File: src/rtl/result_drain_4x4_pkg.sv
// Shared matrix-array constants, drain state encoding and the element-slice helper
// used by the 4x4 multiply-add array blocks.
package result_drain_4x4_pkg;

    localparam int N_DIM   = 4;
    localparam int N_ELEM  = N_DIM * N_DIM;
    localparam int N_BEATS = 2 * N_ELEM;

    localparam logic [0:0] IDLE  = 1'b0;
    localparam logic [0:0] DRAIN = 1'b1;

    // LSB position of element idx (row*4+col) in a flat matrix bus of elem_w-bit elements
    function automatic int elem_lsb(input int idx, input int elem_w);
        return idx * elem_w;
    endfunction

endpackage

File: src/rtl/requant_sat.sv
// Combinational requantiser: arithmetic right shift by SHIFT, then saturate the
// 2*width-bit signed element into a signed width-bit result.
module requant_sat #(
    parameter int width = 8,
    parameter int SHIFT = 4
) (
    input  logic signed [2*width-1:0] din,
    output logic signed [width-1:0]   dout
);

    localparam logic signed [2*width-1:0] MAX_V = {{(width+1){1'b0}}, {(width-1){1'b1}}};
    localparam logic signed [2*width-1:0] MIN_V = {{(width+1){1'b1}}, {(width-1){1'b0}}};

    logic signed [2*width-1:0] shifted;

    // >>> on a signed operand floors toward minus infinity
    assign shifted = din >>> SHIFT;

    always_comb begin
        dout = shifted[width-1:0];
        if (shifted > MAX_V) begin
            dout = MAX_V[width-1:0];
        end else if (shifted < MIN_V) begin
            dout = MIN_V[width-1:0];
        end
    end

endmodule

File: src/rtl/result_drain_4x4.sv
// Latches both 4x4 result matrices on capture and streams them out as 32 valid/ready beats.
// Optional requantised output path is enabled by defining RESULT_REQUANT_EN.
//
// state | meaning
// IDLE  | waiting for capture, out_valid low
// DRAIN | presenting beat cnt, out_valid high
module result_drain_4x4
    import result_drain_4x4_pkg::*;
#(
    parameter int width = 8,
    parameter int SHIFT = 4
) (
    input  logic                      clk,
    input  logic                      _reset,
    input  logic                      capture,
    input  logic                      abort,
    input  logic [32*width-1:0]       res1_flat,
    input  logic [32*width-1:0]       res2_flat,
    output logic                      out_valid,
    input  logic                      out_ready,
`ifdef RESULT_REQUANT_EN
    output logic signed [width-1:0]   out_data,
`else
    output logic signed [2*width-1:0] out_data,
`endif
    output logic                      out_sel,
    output logic [3:0]                out_idx,
    output logic                      out_last,
    output logic                      busy,
    output logic                      overrun
);

    localparam int EW = 2 * width;

    logic [0:0]           state;
    logic [4:0]           cnt;
    logic signed [EW-1:0] elem_q [N_BEATS];
    logic signed [EW-1:0] cur_elem;
    logic                 xfer;
    logic                 last_beat;
    logic                 load;

    assign busy      = (state == DRAIN);
    assign out_valid = busy;
    assign xfer      = out_valid & out_ready;
    assign last_beat = (cnt == 5'd31);
    assign out_sel   = cnt[4];
    assign out_idx   = cnt[3:0];
    assign out_last  = busy & last_beat;

    // A capture is taken when idle, or when it lands exactly on the final transfer
    assign load    = capture & ~abort & (~busy | (xfer & last_beat));
    assign overrun = capture & ~abort & busy & ~(xfer & last_beat);

    always_ff @(posedge clk or posedge _reset) begin
        if (_reset) begin
            state <= IDLE;
            cnt   <= '0;
            for (int i = 0; i < N_BEATS; i++) begin
                elem_q[i] <= '0;
            end
        end else begin
            if (load) begin
                for (int i = 0; i < N_ELEM; i++) begin
                    elem_q[i]          <= res1_flat[elem_lsb(i, EW) +: EW];
                    elem_q[i + N_ELEM] <= res2_flat[elem_lsb(i, EW) +: EW];
                end
            end
            if (abort) begin
                state <= IDLE;
                cnt   <= '0;
            end else if (load) begin
                state <= DRAIN;
                cnt   <= '0;
            end else if (xfer) begin
                if (last_beat) begin
                    state <= IDLE;
                end
                cnt <= cnt + 5'd1;
            end
        end
    end

    assign cur_elem = elem_q[cnt];

`ifdef RESULT_REQUANT_EN
    requant_sat #(
        .width(width),
        .SHIFT(SHIFT)
    ) u_requant_sat (
        .din (cur_elem),
        .dout(out_data)
    );
`else
    logic [31:0] unused_shift;

    assign unused_shift = SHIFT;
    assign out_data     = cur_elem;
`endif

endmodule
File: config.mk
export PLATFORM = sky130hd
export DESIGN_NAME = result_drain_4x4
export DESIGN_NICKNAME = d
export VERILOG_FILES = /design/src/rtl/result_drain_4x4_pkg.sv /design/src/rtl/requant_sat.sv /design/src/rtl/result_drain_4x4.sv
export SDC_FILE = /design/constraint.sdc
export NUM_CORES = 1
export LEC_CHECK = 0
export BUFFER_PORTS_ARGS = -buffer_cell sky130_fd_sc_hd__buf_2
export CAP_MARGIN = 20
export CORE_AREA = 3 3 211 213
export DETAILED_ROUTE_END_ITERATION = 8
export DIE_AREA = 0 0 214 216
export GPL_ROUTABILITY_DRIVEN = 1
export GPL_TIMING_DRIVEN = 0
export PLACE_DENSITY_LB_ADDON = 0.12
export SLEW_MARGIN = 20
export SYNTH_ARGS = -nofsm -noshare
export SYNTH_HDL_FRONTEND = slang
export SYNTH_SLANG_ARGS = --single-unit
File: constraint.sdc
create_clock -name clk -period 25.5 [get_ports clk]
set_clock_uncertainty 0.05 [all_clocks]
set_input_delay 0 -clock clk [delete_from_list [all_inputs] [get_ports clk]]
set_output_delay 0 -clock clk [all_outputs]
set_load 0.05 [all_outputs]
=== Word-level counts from Yosys, hierarchy flattened ===
Cells that the tools add are included.

* Word-level logic and storage cells: 62
* Output and inout bits: 25
* Flip-flop bits (word level): 518
* Input port bits: 517

* Mux-type cells: 10
* Bitwise logic cells: 12
* Add/subtract/negate cells: 1
* Reductions and logical operators: 3
* $lt $le $gt $ge: 1
* Equality and inequality tests: 1

{| class="wikitable"
|+ Operators by type and width
! cell !! count
|-
| 16-bit binary-select mux with 5-bit select || 1
|-
| 16-bit 2-to-1 mux || 2
|-
| 5-bit 2-to-1 mux || 3
|-
| 1-bit AND || 7
|-
| 6-bit greater-or-equal comparator, second input constant || 1
|-
| 5-bit NOT with 6-bit output || 1
|-
| 3-bit nonzero test || 2
|-
| 5-bit by 1-bit adder with 5-bit output, second input constant || 1
|-
| 5-bit == test, second input constant || 1
|-
| 1-bit 2-to-1 mux || 4
|-
| 1-bit NOT || 3
|-
| 2-bit AND reduction || 1
|-
| 1-bit bitwise OR || 1
|}

=== Depth between registers and ports, before layout ===
Gate-level depths: netlist (run 1).

* Depth after elaboration: 6
* Mapped depth: 10
* Depth with buffers taken out: 6

=== Worst setup path after synthesis (run 1) ===
OpenSTA, ideal clock, no wires.

* Path kind: reg2reg
* From: reg cnt[2]
* To: reg elem_q[328] in the netlist's numbering
* Path buffers: 5
* Stages on the path, launching flop included: 11
* Data required time: 25322 ps
* Setup time: 128 ps
* Path slack: 22891 ps
* Arrival time: 2432 ps
* Clock period less this slack: 2609 ps
* Cells stage by stage: dfrtp_1 -> buf_2 -> buf_6 -> and3_1 -> ha_1 -> a21boi_2 -> nor3b_2 -> buf_4 -> buf_6 -> buf_4 -> mux2_1

* Word-level cells in the longest chain between the ends: 4

{| class="wikitable"
|+ RTL lines
! element !! line !! source
|-
| start, declared || result_drain_4x4.sv:36 || <nowiki>logic [4:0] cnt;</nowiki>
|-
| start signal, assigned || result_drain_4x4.sv:79 || <nowiki>cnt <= cnt + 5'd1;</nowiki>
|-
| 5-bit == test || result_drain_4x4.sv:46 || <nowiki>assign last_beat = (cnt == 5'd31);</nowiki>
|-
| 1-bit AND || result_drain_4x4.sv:52 || <nowiki>assign load = capture & ~abort & (~busy | (xfer & last_beat));</nowiki>
|-
| 1-bit bitwise OR || result_drain_4x4.sv:52 ||
|-
| 1-bit AND || result_drain_4x4.sv:52 ||
|-
| end signal, assigned by index || result_drain_4x4.sv:65 || <nowiki>elem_q[i] <= res1_flat[elem_lsb(i, EW) +: EW];</nowiki>
|-
| end signal, assigned by index || result_drain_4x4.sv:66 || <nowiki>elem_q[i + N_ELEM] <= res2_flat[elem_lsb(i, EW) +: EW];</nowiki>
|-
| end, declared || result_drain_4x4.sv:37 || <nowiki>logic signed [EW-1:0] elem_q [N_BEATS];</nowiki>
|}

Every way passes these cells.
A chain may end at the register's enable or synchronous reset.

=== Worst setup path in the final report (run 1) ===
* From: reg cnt[1]
* To: out out_data[10]

* Word-level cells in the longest chain between the ends: 4

{| class="wikitable"
|+ RTL lines
! element !! line !! source
|-
| 5-bit NOT with 6-bit output (not written as such) || result_drain_4x4.sv:84 || <nowiki>assign cur_elem = elem_q[cnt];</nowiki>
|-
| 16-bit binary-select mux with 5-bit select || result_drain_4x4.sv:84 ||
|-
| 16-bit 2-to-1 mux (not written as such) (2 in series) || result_drain_4x4.sv:84 ||
|-
| end, declared || result_drain_4x4.sv:24 || <nowiki>output logic signed [2*width-1:0] out_data,</nowiki>
|}

Every way passes these cells. The select of a mux whose other input is x is not followed.

==> results of run 1 <==
per-layer routing:
layer  part of all wire (%)  global-route usage [%]
met3                    8.4                    9.83
met4                    5.4                    18.4
met5                  0.075                       0
met1                     39                    48.2
met2                     48                    64.7
sequential cells by signal (all words and copies together), names as in the netlist:
| signal | count |
|---|---|
| busy | 1 |
| elem_q | 512 |
| cnt | 5 |
worst min path at each step:
stage / startpoint / to / cells past startpoint
2_1_floorplan: capture / busy$_DFFE_PP0P_ / 2
3_3_place_gp: res1_flat[184] / elem_q[328]$_DFFE_PP0P_ / 2
3_5_place_dp: _reset / elem_q[490]$_DFFE_PP0P_ / 2
4_1_cts: _reset / elem_q[490]$_DFFE_PP0P_ / 3
5_1_grt: _reset / elem_q[457]$_DFFE_PP0P_ / 3
6_report: _reset / elem_q[457]$_DFFE_PP0P_ / 3
worst max-delay path, stage by stage, from the launching register on:
cell and delay [ns]:
dfrtp_1 0.39, buf_2 0.18, buf_2 0.33, buf_2 0.42
mux2i_1 0.18, a22oi_1 0.52, nand4_1 0.39, nor2_1 0.23
buf_2 0.30
timing repair:
item                                   4_1_cts  5_1_grt
resized for setup                            0        0
hold buffers                               519        0
endpoints found under the hold margin      612        0
final cells by class:
class                      count  area (um^2)
inverter                       1         11.3
clock inverter                16          233
fill                        2336         8570
timing repair buffer        1064         8040
multi-input combinational    983         9950
antenna                       25         62.6
clock buffer                  86         1640
sequential                   518        13000
buffer                       120          697
tap                          585          732
logic make-up after synthesis:
group                    count (synthesis)  share of synthesized area [%]
AO/OA/AOI/OAI                          129                           4.12
XOR/XNOR                                 3                          0.111
adder cells (fa/ha/maj)                  2                          0.106
buffers and inverters                  121                           2.97
flip-flops                             518                           54.9
multiplexers                           770                           35.4
AND/OR/NAND/NOR                         79                           2.43
cells in the final DEF (no fill, tap or decap), types with 4 or more instances in the layout:
master	count
buf_2	622
dlygate4sd3_1	519
dfrtp_1	518
mux2_2	502
mux2i_1	258
a22oi_1	128
clkbuf_16	57
nand4_1	32
clkbuf_1	27
diode_2	25
nor2_1	19
buf_4	13
buf_6	12
mux2_1	10
clkbuf_8	10
clkinv_2	9
bufinv_16	6
nor3_1	5
buf_16	5
nor4bb_1	4
and4b_1	4
clkbuf_2	4
nor4b_4	4
where the power goes:
group / total, mW / internal (mW) / switching, mW
registers: 1.07 / 0.979 / 0.0938
clock network: 0.840 / 0.499 / 0.341
logic: 0.461 / 0.254 / 0.207
through the flow:
stage	power, mW	utilization, %	hold slack [ns]	instances	cell area (um^2)
floorplan	1.31	-	0.0799	1622	23600
global placement	1.43	63.1	0.169	2747	27000
detailed placement	1.45	63.4	0.127	2752	27200
CTS	2.34	79.9	0.0406	3373	34300
global route	2.45	80.0	0.0962	3393	34300
finish	2.37	80.0	-0.00223	3398	34300
==> qor.csv, run 1 <==
metric,value,unit
FF-to-FF End,cnt[2]$_DFFE_PP0P_,
"FF+latch count, synth",518,
Post-synth top cells,"518 x dfrtp_1, 502 x mux2_2, 258 x mux2i_1",
Final Hold Vio Count,1,
gr usage total,39.0,%
Netlist Area Pre-Place,23600,um^2
P per Cell Area,69.2,nW/um^2
Critical Path End Type,output pin,
layout cell share with drive strength beyond 1,44.9,%
post-synth top area share,54.9,%
"FFs w/ async S/R, synth",100,%
Overflow after GRT,0,
Worst EP arrival,3.56,ns
status,"complete, but fails checks",
WL/cell,26.8,um
post-route ant nets,0,
drt pass-1 iters,5,
first-pass GRT wire length,136000,um
dominant synthesized flop cell,dfrtp_1,
CP startpoint kind,register,
crit-path max FO,10,
Final Max Slew Viols,0,
sequential area share after synthesis,54.9,%
DR iter-0 viols,1746,
worst hold-check path type,in -> async,
r2r setup slk,22.35,ns
"top cells by area, synth","dfrtp_1 55%, mux2_2 24%, mux2i_1 11%",
port bufs,540,
fraction of the cycle the final worst path needs,14.1,%
via-per-instance ratio,5.82,
Post-CTS Setup Bufs,0,
number of synthesized flops with an enable pin,0,
dominant cell type by area after synthesis,dfrtp_1,
CTS tree,yes,
Worst-Margin Slew,0.731,ns
Netlist cell types,31,
clk_lat worst skew,0.60,ns
Static Leak,14.8,nW
Mapped Cells,1622,
crit path to,out_data[10],
Row Count,76,
Die H,216,um
Die Area,46200,um^2
Total Wirelength,91100,um
R2R Path Start,cnt[3]$_DFFE_PP0P_,
dpl hpwl,60800,um
htree depth,2,
gp weighted congestion,0.883,
Max Freq,277,MHz
largest net degree at the start of global routing,105,
Area Overhead vs Synth,45.3,%
reg2reg path depth,10,
Clk Tree Root Cell,clkbuf_16,
WP data required,25.45,ns
final setup TNS,0,ns
Clock Sinks,518,
RSZ-0062 raised after global routing,false,
synthesized area per cell,14.6,um^2
most frequent cell after synthesis,dfrtp_1,
clk buf depth,3,
vias in the first global route,21700,
Worst-path clk slew,0.06,ns
I/O pin count,542,
VDD IR max,0.0644,mV
Slew headroom,51.2,%
via count,19800,
hold slack,-0.00223,ns
die width,214,um
final setup fails,0,
number of max-cap violations,0,
nets,3262,
Final min period,3.61,ns
initial antenna violation count,22,
Synth warnings,0,
post-route setup slack,21.89,ns
Crit Path Category,reg -> out,
DRC viols,0,
initial core utilization,55.1,%
Setup crit start,cnt[1]$_DFFE_PP0P_,
Core Region,42900,um^2
Num CTS Buffers,55,
failing checks,negative hold slack,
setup slack after placement,22.58,ns
syn nets,2141,
(Power assumes the default switching activity.)
==> run 2: changes to the inputs <==
--- a/config.mk
+++ b/config.mk
@@ -7,9 +7,9 @@
 export LEC_CHECK = 0
 export BUFFER_PORTS_ARGS = -buffer_cell sky130_fd_sc_hd__buf_2
 export CAP_MARGIN = 20
-export CORE_AREA = 3 3 211 213
+export CORE_MARGIN = 3
+export CORE_UTILIZATION = 49
 export DETAILED_ROUTE_END_ITERATION = 8
-export DIE_AREA = 0 0 214 216
 export GPL_ROUTABILITY_DRIVEN = 1
 export GPL_TIMING_DRIVEN = 0
 export PLACE_DENSITY_LB_ADDON = 0.12
==> constraint.sdc (replaced) <==
create_clock -name clk -period 3.3 [get_ports clk]
set_clock_uncertainty 0.05 [all_clocks]
set_input_delay 0 -clock clk [delete_from_list [all_inputs] [get_ports clk]]
set_output_delay 0 -clock clk [all_outputs]
set_load 0.05 [all_outputs]
==> run 2 against run 1 <==
Net effect: the run now ends clean; register-to-register slack lost 22 ns; final cell count grew 0.71%; power grew to 7.6 times the previous value; sequential power grew to 7.7 times the previous value; hold slack gained 0.11 ns; via count shrank 2.4%; combinational power grew to 7.7 times the previous value; count of clock-buffer cells in the layout shrank 4; global-route usage shrank 3.7 points; first-iteration DRC count shrank 30%; worst setup slack lost 22 ns; routed wire length shrank 0.40%; critical path type unchanged; largest power group unchanged; highest routed layer unchanged.
==> qor.csv, run 2 (synthesized netlist as in run 1, its figures left out) <==
metric,value,unit,change
VDD IR max,0.492,mV,+660%
CP startpoint kind,register,,
status,"complete, no violations",,
Setup crit start,cnt[2]$_DFFE_PP0P_,,
Worst-path clk slew,0.06,ns,about the same
worst hold-check path type,in -> reg,,
drt pass-1 iters,5,,unchanged
reg2reg path depth,10,,unchanged
setup slack after placement,0.372,ns,-22.21 ns
Row Count,79,,+3.9%
layout cell share with drive strength beyond 1,45.7,%,+0.87 points
Die Area,50900,um^2,+10%
dpl hpwl,63000,um,+3.6%
"Power, Total",18.0,mW,+660%
crit path to,out_data[8],,
Crit Path Category,reg -> out,,
Switch Pwr,4.85,mW,+660%
first-pass GRT wire length,132000,um,-2.7%
"commonest non-fill, non-tap cell in the layout",buf_2,,
via-per-instance ratio,5.64,,-3.0%
I/O pin count,542,,unchanged
clk buf depth,3,,unchanged
Clk Tree Root Cell,clkbuf_16,,
Final Hold Vio Count,0,,-1
Overflow after GRT,0,,unchanged
crit-path max FO,10,,unchanged
Worst EP arrival,3.21,ns,-0.35 ns
Final min period,3.26,ns,
R2R Path Start,cnt[3]$_DFFE_PP0P_,,
post-route setup slack,0.0403,ns,-21.85 ns
Num CTS Buffers,55,,unchanged
Worst-Margin Slew,0.714,ns,-0.0172 ns
r2r setup slk,0.22,ns,-22.13 ns
Clock Sinks,518,,unchanged
DR iter-0 viols,1226,,-30%
P_int,13.1,mW,+660%
WL/cell,26.5,um,-1.1%
RSZ-0062 raised after global routing,false,,
clk_lat worst skew,0.60,ns,about the same
Die H,226,um,+4.4%
"final std cell area, no fill",34600,um^2,+0.74%
Area Overhead vs Synth,46.4,%,
WP data required,3.25,ns,-22.20 ns
Slew headroom,52.2,%,+0.94 points
Final Max Slew Viols,0,,unchanged
max reg flops,512,,unchanged
post-route ant nets,0,,unchanged
Total Wirelength,90700,um,-0.40%
via count,19300,,-2.4%
Critical Path End Type,output pin,,
final setup fails,0,,unchanged
fraction of the cycle the final worst path needs,98.8,%,
FF-to-FF End,cnt[2]$_DFFE_PP0P_,,
most frequent cells in the layout,"601 x buf_2, 520 x dlygate4sd3_1, 516 x dfrtp_1, 502 x mux2_2, 258 x mux2i_1",,
largest net degree at the start of global routing,36,,-66%
Placed Area,27400,um^2,+0.92%
Non-Filler Instances,3422,,+0.71%
vias in the first global route,21300,,-1.9%
hold depth,3,,
Reg with most FFs,elem_q,,
die width,226,um,+5.4%
placed insts,2786,,+1.2%
Comb pwr share,19.8,%,+0.4 points
DRC viols,0,,unchanged
sw frac,27.0,%,about the same
post-layout util,73.5,%,-6.5 points
CTS tree,yes,,
Hold Startpoint,res2_flat[104],,
gp weighted congestion,0.894,,+1.2%
nets,3274,,+0.37%
Max Freq,307,MHz,
Reg power frac,45.9,%,+0.7 points
htree depth,2,,unchanged
port bufs,540,,unchanged
Core Region,47100,um^2,+9.7%
part of the power in the clock network,34.3,%,-1.1 points
initial core utilization,50.2,%,-4.9 points
Static Leak,14.8,nW,+0.41%
number of max-cap violations,0,,unchanged
initial antenna violation count,25,,+14%
gr usage total,35.3,%,-3.7 points
P per Cell Area,520,nW/um^2,+650%
## run 2: cell types whose count changed in the layout (fill, tap and decap cells not counted), moves of 4 or more
cell	before	now
diode_2	25	21
a22oi_1	128	116
clkbuf_1	27	20
bufinv_16	6	2
a22oi_2	0	12
clkbuf_4	0	8
buf_2	622	601
buf_12	0	14
buf_4	13	25
## run 2: routing by layer
metal / GRT usage [%] / share of wire, %
met1: 44.0 / 40
met2: 57.4 / 47
met3: 9.21 / 7.6
met4: 17.3 / 5.3
met5: 0 / 0.061
## run 2: worst min path at each step
stage | to
detailed placement | elem_q[457]$_DFFE_PP0P_
floorplan | busy$_DFFE_PP0P_
finish | elem_q[152]$_DFFE_PP0P_
global route | elem_q[9]$_DFFE_PP0P_
CTS | elem_q[451]$_DFFE_PP0P_
global placement | elem_q[336]$_DFFE_PP0P_
## run 2: what timing repair did
item,4_1_cts,5_1_grt
pin swaps,7,7
hold buffers,520,0
buffers inserted,0,0
endpoints found under the hold margin,647,0
endpoints found under the setup margin,14,14
gates resized for setup,21,19
## run 2: power by group through the flow
stage | sequential [mW] | clock, mW | combinational [mW]
floorplan | 8.12 | 0 | 2.01
global placement | 8.25 | 0 | 2.80
detailed placement | 8.29 | 0 | 2.94
CTS | 8.18 | 6.20 | 3.48
global route | 8.38 | 6.48 | 3.79
finish | 8.25 | 6.16 | 3.55
## run 2: critical path, cell delays in order, from the launching register on
cell and delay, ns:
dfrtp_1 0.38, buf_2 0.18, nor4bb_1 0.14, clkbuf_1 0.24, buf_2 0.28, a22oi_1 0.43
nand4_1 0.44, nor2_1 0.25, clkbuf_4 0.26
## run 2: metrics by stage
stage	setup TNS (ns)	hold slack (ns)
after CTS	-0.113	0.0758
final	0	0.106
after global placement	-3391.35	0.170
after detailed placement	0	0.0447
after floorplan	-1961.28	0.0799
after global routing	0	0.106
## run 2: cell type report
class | instances | area (um^2)
buffer | 119 | 743
multi-input combinational | 983 | 10000
timing repair buffer | 1077 | 8280
inverter | 1 | 7.51
clock buffer | 82 | 1630
tap | 607 | 759
antenna | 21 | 52.6
fill | 3028 | 12500
clock inverter | 14 | 123
sequential | 518 | 13000
==> run 3: changes to the inputs <==
--- a/config.mk
+++ b/config.mk
@@ -5,10 +5,10 @@
 export SDC_FILE = /design/constraint.sdc
 export NUM_CORES = 1
 export LEC_CHECK = 0
+export ABC_AREA = 1
 export BUFFER_PORTS_ARGS = -buffer_cell sky130_fd_sc_hd__buf_2
 export CAP_MARGIN = 20
-export CORE_MARGIN = 3
-export CORE_UTILIZATION = 49
+export CORE_UTILIZATION = 50
 export DETAILED_ROUTE_END_ITERATION = 8
 export GPL_ROUTABILITY_DRIVEN = 1
 export GPL_TIMING_DRIVEN = 0
==> run 3 against run 2 <==
Net effect: routed wire length increased by 32%; via count increased by 51%; critical path type unchanged; sequential share of layout area decreased by 1.3 points; combinational power increased by 20%; power increased by 3.8%; count of clock-buffer cells in the layout increased by 2; critical endpoint is now out_data[5]; area after synthesis increased by 5.4%; synthesized cell count increased by 110%; non-clock buffer count increased by 97.
==> qor.csv, run 3 <==
metric,value,unit,change
Slew headroom,43.4,%,-8.8 points
via-per-instance ratio,5.58,,-1.2%
Worst-path clk slew,0.06,ns,about the same
largest net degree at the start of global routing,35,,-2.8%
reg2reg path depth,11,,+1
Netlist cell types,23,,-26%
port bufs,541,,+0.19%
first-pass GRT wire length,173000,um,+31%
Synth warnings,0,,unchanged
number of synthesized flops with an enable pin,0,,unchanged
Final Hold Vio Count,0,,unchanged
nets,5035,,+54%
Setup crit start,cnt[0]$_DFFE_PP0P_,,
number of max-cap violations,0,,unchanged
WL/cell,22.9,um,-14%
WP data required,3.25,ns,about the same
VDD IR max,0.398,mV,-19%
vias in the first global route,29200,,+37%
sequential area share after synthesis,52.1,%,-2.8 points
Area Overhead vs Synth,43.9,%,
most frequent cells in the layout,"2216 x nand2_1, 654 x buf_2, 518 x dfrtp_1, 517 x dlygate4sd3_1, 291 x nand3_1",,
Die H,225,um,-0.17%
Static Leak,19.5,nW,+31%
CP max stage delay,0.41,ns,-0.03 ns
met1 GRT Util,56.1,%,+12 points
Final Max Slew Viols,0,,unchanged
Clk Tree Root Cell,clkbuf_16,,
crit-path max FO,10,,unchanged
placed insts,4607,,+65%
R2R Path Start,cnt[2]$_DFFE_PP0P_,,
Row Count,81,,+2.5%
die width,225,um,-0.17%
Mapped Cells,3383,,+110%
DR iter-0 viols,3421,,+180%
dominant cell type by area after synthesis,dfrtp_1,,
synthesized area per cell,7.36,um^2,-49%
status,"complete, no violations",,
via count,29100,,+51%
syn nets,3902,,+82%
gr usage total,47.0,%,+12 points
initial antenna violation count,12,,-52%
final setup TNS,0,ns,unchanged
clk_lat worst skew,0.62,ns,+0.02 ns
Die Area,50700,um^2,-0.34%
RSZ-0062 raised after global routing,false,,
"FF+latch count, synth",518,,unchanged
initial core utilization,50.7,%,+0.57 points
r2r setup slk,0.07,ns,-0.15 ns
"FFs w/ async S/R, synth",100,%,unchanged
FF-to-FF End,elem_q[219]$_DFFE_PP0P_,,
post-route ant nets,0,,unchanged
max reg flops,512,,unchanged
GR Layer Usage met3,12.6,%,+3.4 points
Max Freq,308,MHz,+0.38%
Final min period,3.25,ns,-0.0125 ns
Total Wirelength,119000,um,+32%
DRC viols,0,,unchanged
final setup fails,0,,unchanged
crit path to,out_data[5],,
Non-Filler Instances,5227,,+53%
htree depth,2,,unchanged
Clock Sinks,518,,unchanged
GRT Max-Usage Layer,met2,,
Num CTS Buffers,55,,unchanged
most frequent cell after synthesis,nand2_1,,
Overflow after GRT,0,,unchanged
Core Region,49100,um^2,+4.3%
Reg with most FFs,elem_q,,
Worst-Margin Slew,0.850,ns,+0.135 ns
dominant synthesized flop cell,dfrtp_1,,
Netlist Area Pre-Place,24900,um^2,+5.4%
drt pass-1 iters,6,,+1
dpl hpwl,78400,um,+24%
clk buf depth,3,,unchanged
Crit Path Category,reg -> out,,
Post-synth top cells,"2216 x nand2_1, 518 x dfrtp_1, 291 x nand3_1",,
worst hold-check path type,in -> reg,,
Post-CTS Setup Bufs,0,,unchanged
CP startpoint kind,register,,
fraction of the cycle the final worst path needs,98.4,%,-0.38 points
Critical Path End Type,output pin,,
post-synth top area share,52.1,%,-2.8 points
layout cell share with drive strength beyond 1,18.4,%,-27 points
post-route setup slack,0.0528,ns,+0.0125 ns
worst-path cell chain,"buf_4, buf_2, buf_2, nand2_1, nand3_1, nand3_1, nand2_1, nand3_1, nand2_1, buf_2",,
Worst EP arrival,3.20,ns,about the same
CP max-delay cell,dfrtp_1,,
met2 Track Usage GR,73.7,%,+16 points
"top cells by area, synth","dfrtp_1 52%, nand2_1 33%, nand3_1 5.9%",,
I/O pin count,542,,unchanged
CTS tree,yes,,
Fill cells,3576,,+18%
P per Cell Area,521,nW/um^2,+0.22%
gp weighted congestion,0.976,,+9.2%
setup slack after placement,0.393,ns,+0.0214 ns
"commonest non-fill, non-tap cell in the layout",nand2_1,,
run 3: repair_timing:
action                     4_1_cts  5_1_grt
setup endpoints to repair        1        3
hold endpoints to repair       753        0
hold buffers                   517        0
resized for setup                1        6
run 3: area by class of cell:
type	instances	area (um^2)	share of cell area, %
clock inverter	12	88.8	0.248
antenna	8	20.0	0.0559
inverter	11	50.0	0.140
tap	664	831	2.32
clock buffer	84	1680	4.68
multi-input combinational	2637	10500	29.3
buffer	216	1400	3.91
sequential	518	13000	36.2
timing repair buffer	1077	8290	23.2
run 3: power breakdown:
part	switching [mW]	internal (mW)
clock	2.69	3.55
sequential	0.690	7.46
combinational	2.63	1.63
total	6.01	12.6
run 3: kinds of logic (layout without fill, tap and decap cells):
| group | count (synthesis) | count (layout) | share of synthesized area, % |
|---|---|---|---|
| and+or+nand+nor | 2547 | 2547 | 40.2 |
| other | 0 | 8 | 0 |
| buffers and inverters | 228 | 1400 | 5.77 |
| adders and majority gates | 2 | 2 | 0.101 |
| xor gates and xnor gates | 1 | 1 | 0.0352 |
| AOI/OAI and AO/OA | 87 | 87 | 1.80 |
| DFF | 518 | 518 | 52.1 |
run 3: per-layer routing:
metal  up-vias  share of wire (%)
met4         8                8.3
met2      2085                 45
met5         -              0.046
met1     13700                 36
li1      12700                  -
met3       603                 11
run 3: how the worst min path moves through the flow:
stage | from | depth (start not counted) | endpoint | slack, ns
floorplan | abort | 1 | busy$_DFFE_PP0P_ | 0.06
global placement | res2_flat[57] | 3 | elem_q[201]$_DFFE_PP0P_ | 0.15
detailed placement | _reset | 2 | elem_q[311]$_DFFE_PP0P_ | -0.14
CTS | res2_flat[247] | 4 | elem_q[7]$_DFFE_PP0P_ | 0.05
global route | res1_flat[68] | 4 | elem_q[436]$_DFFE_PP0P_ | 0.09
finish | res2_flat[203] | 4 | elem_q[59]$_DFFE_PP0P_ | 0.07
run 3: critical path: cells and delay by family, from the launching register on:
| family | cells | cell delay (ns) |
|---|---|---|
| buffers and inverters | 4 | 1.17 |
| DFF | 1 | 0.41 |
| and+or+nand+nor | 6 | 0.98 |
run 3: stage by stage:
step | hold slack (ns) | util, % | cell area (um^2) | total power [mW]
after floorplan | 0.0573 | - | 24900 | 10.2
after global placement | 0.151 | 58.0 | 28400 | 11.6
after detailed placement | -0.137 | 58.8 | 28800 | 11.7
after CTS | 0.0456 | 73.0 | 35800 | 18.3
after global routing | 0.0916 | 73.0 | 35800 | 19.3
final | 0.0663 | 73.0 | 35800 | 18.6
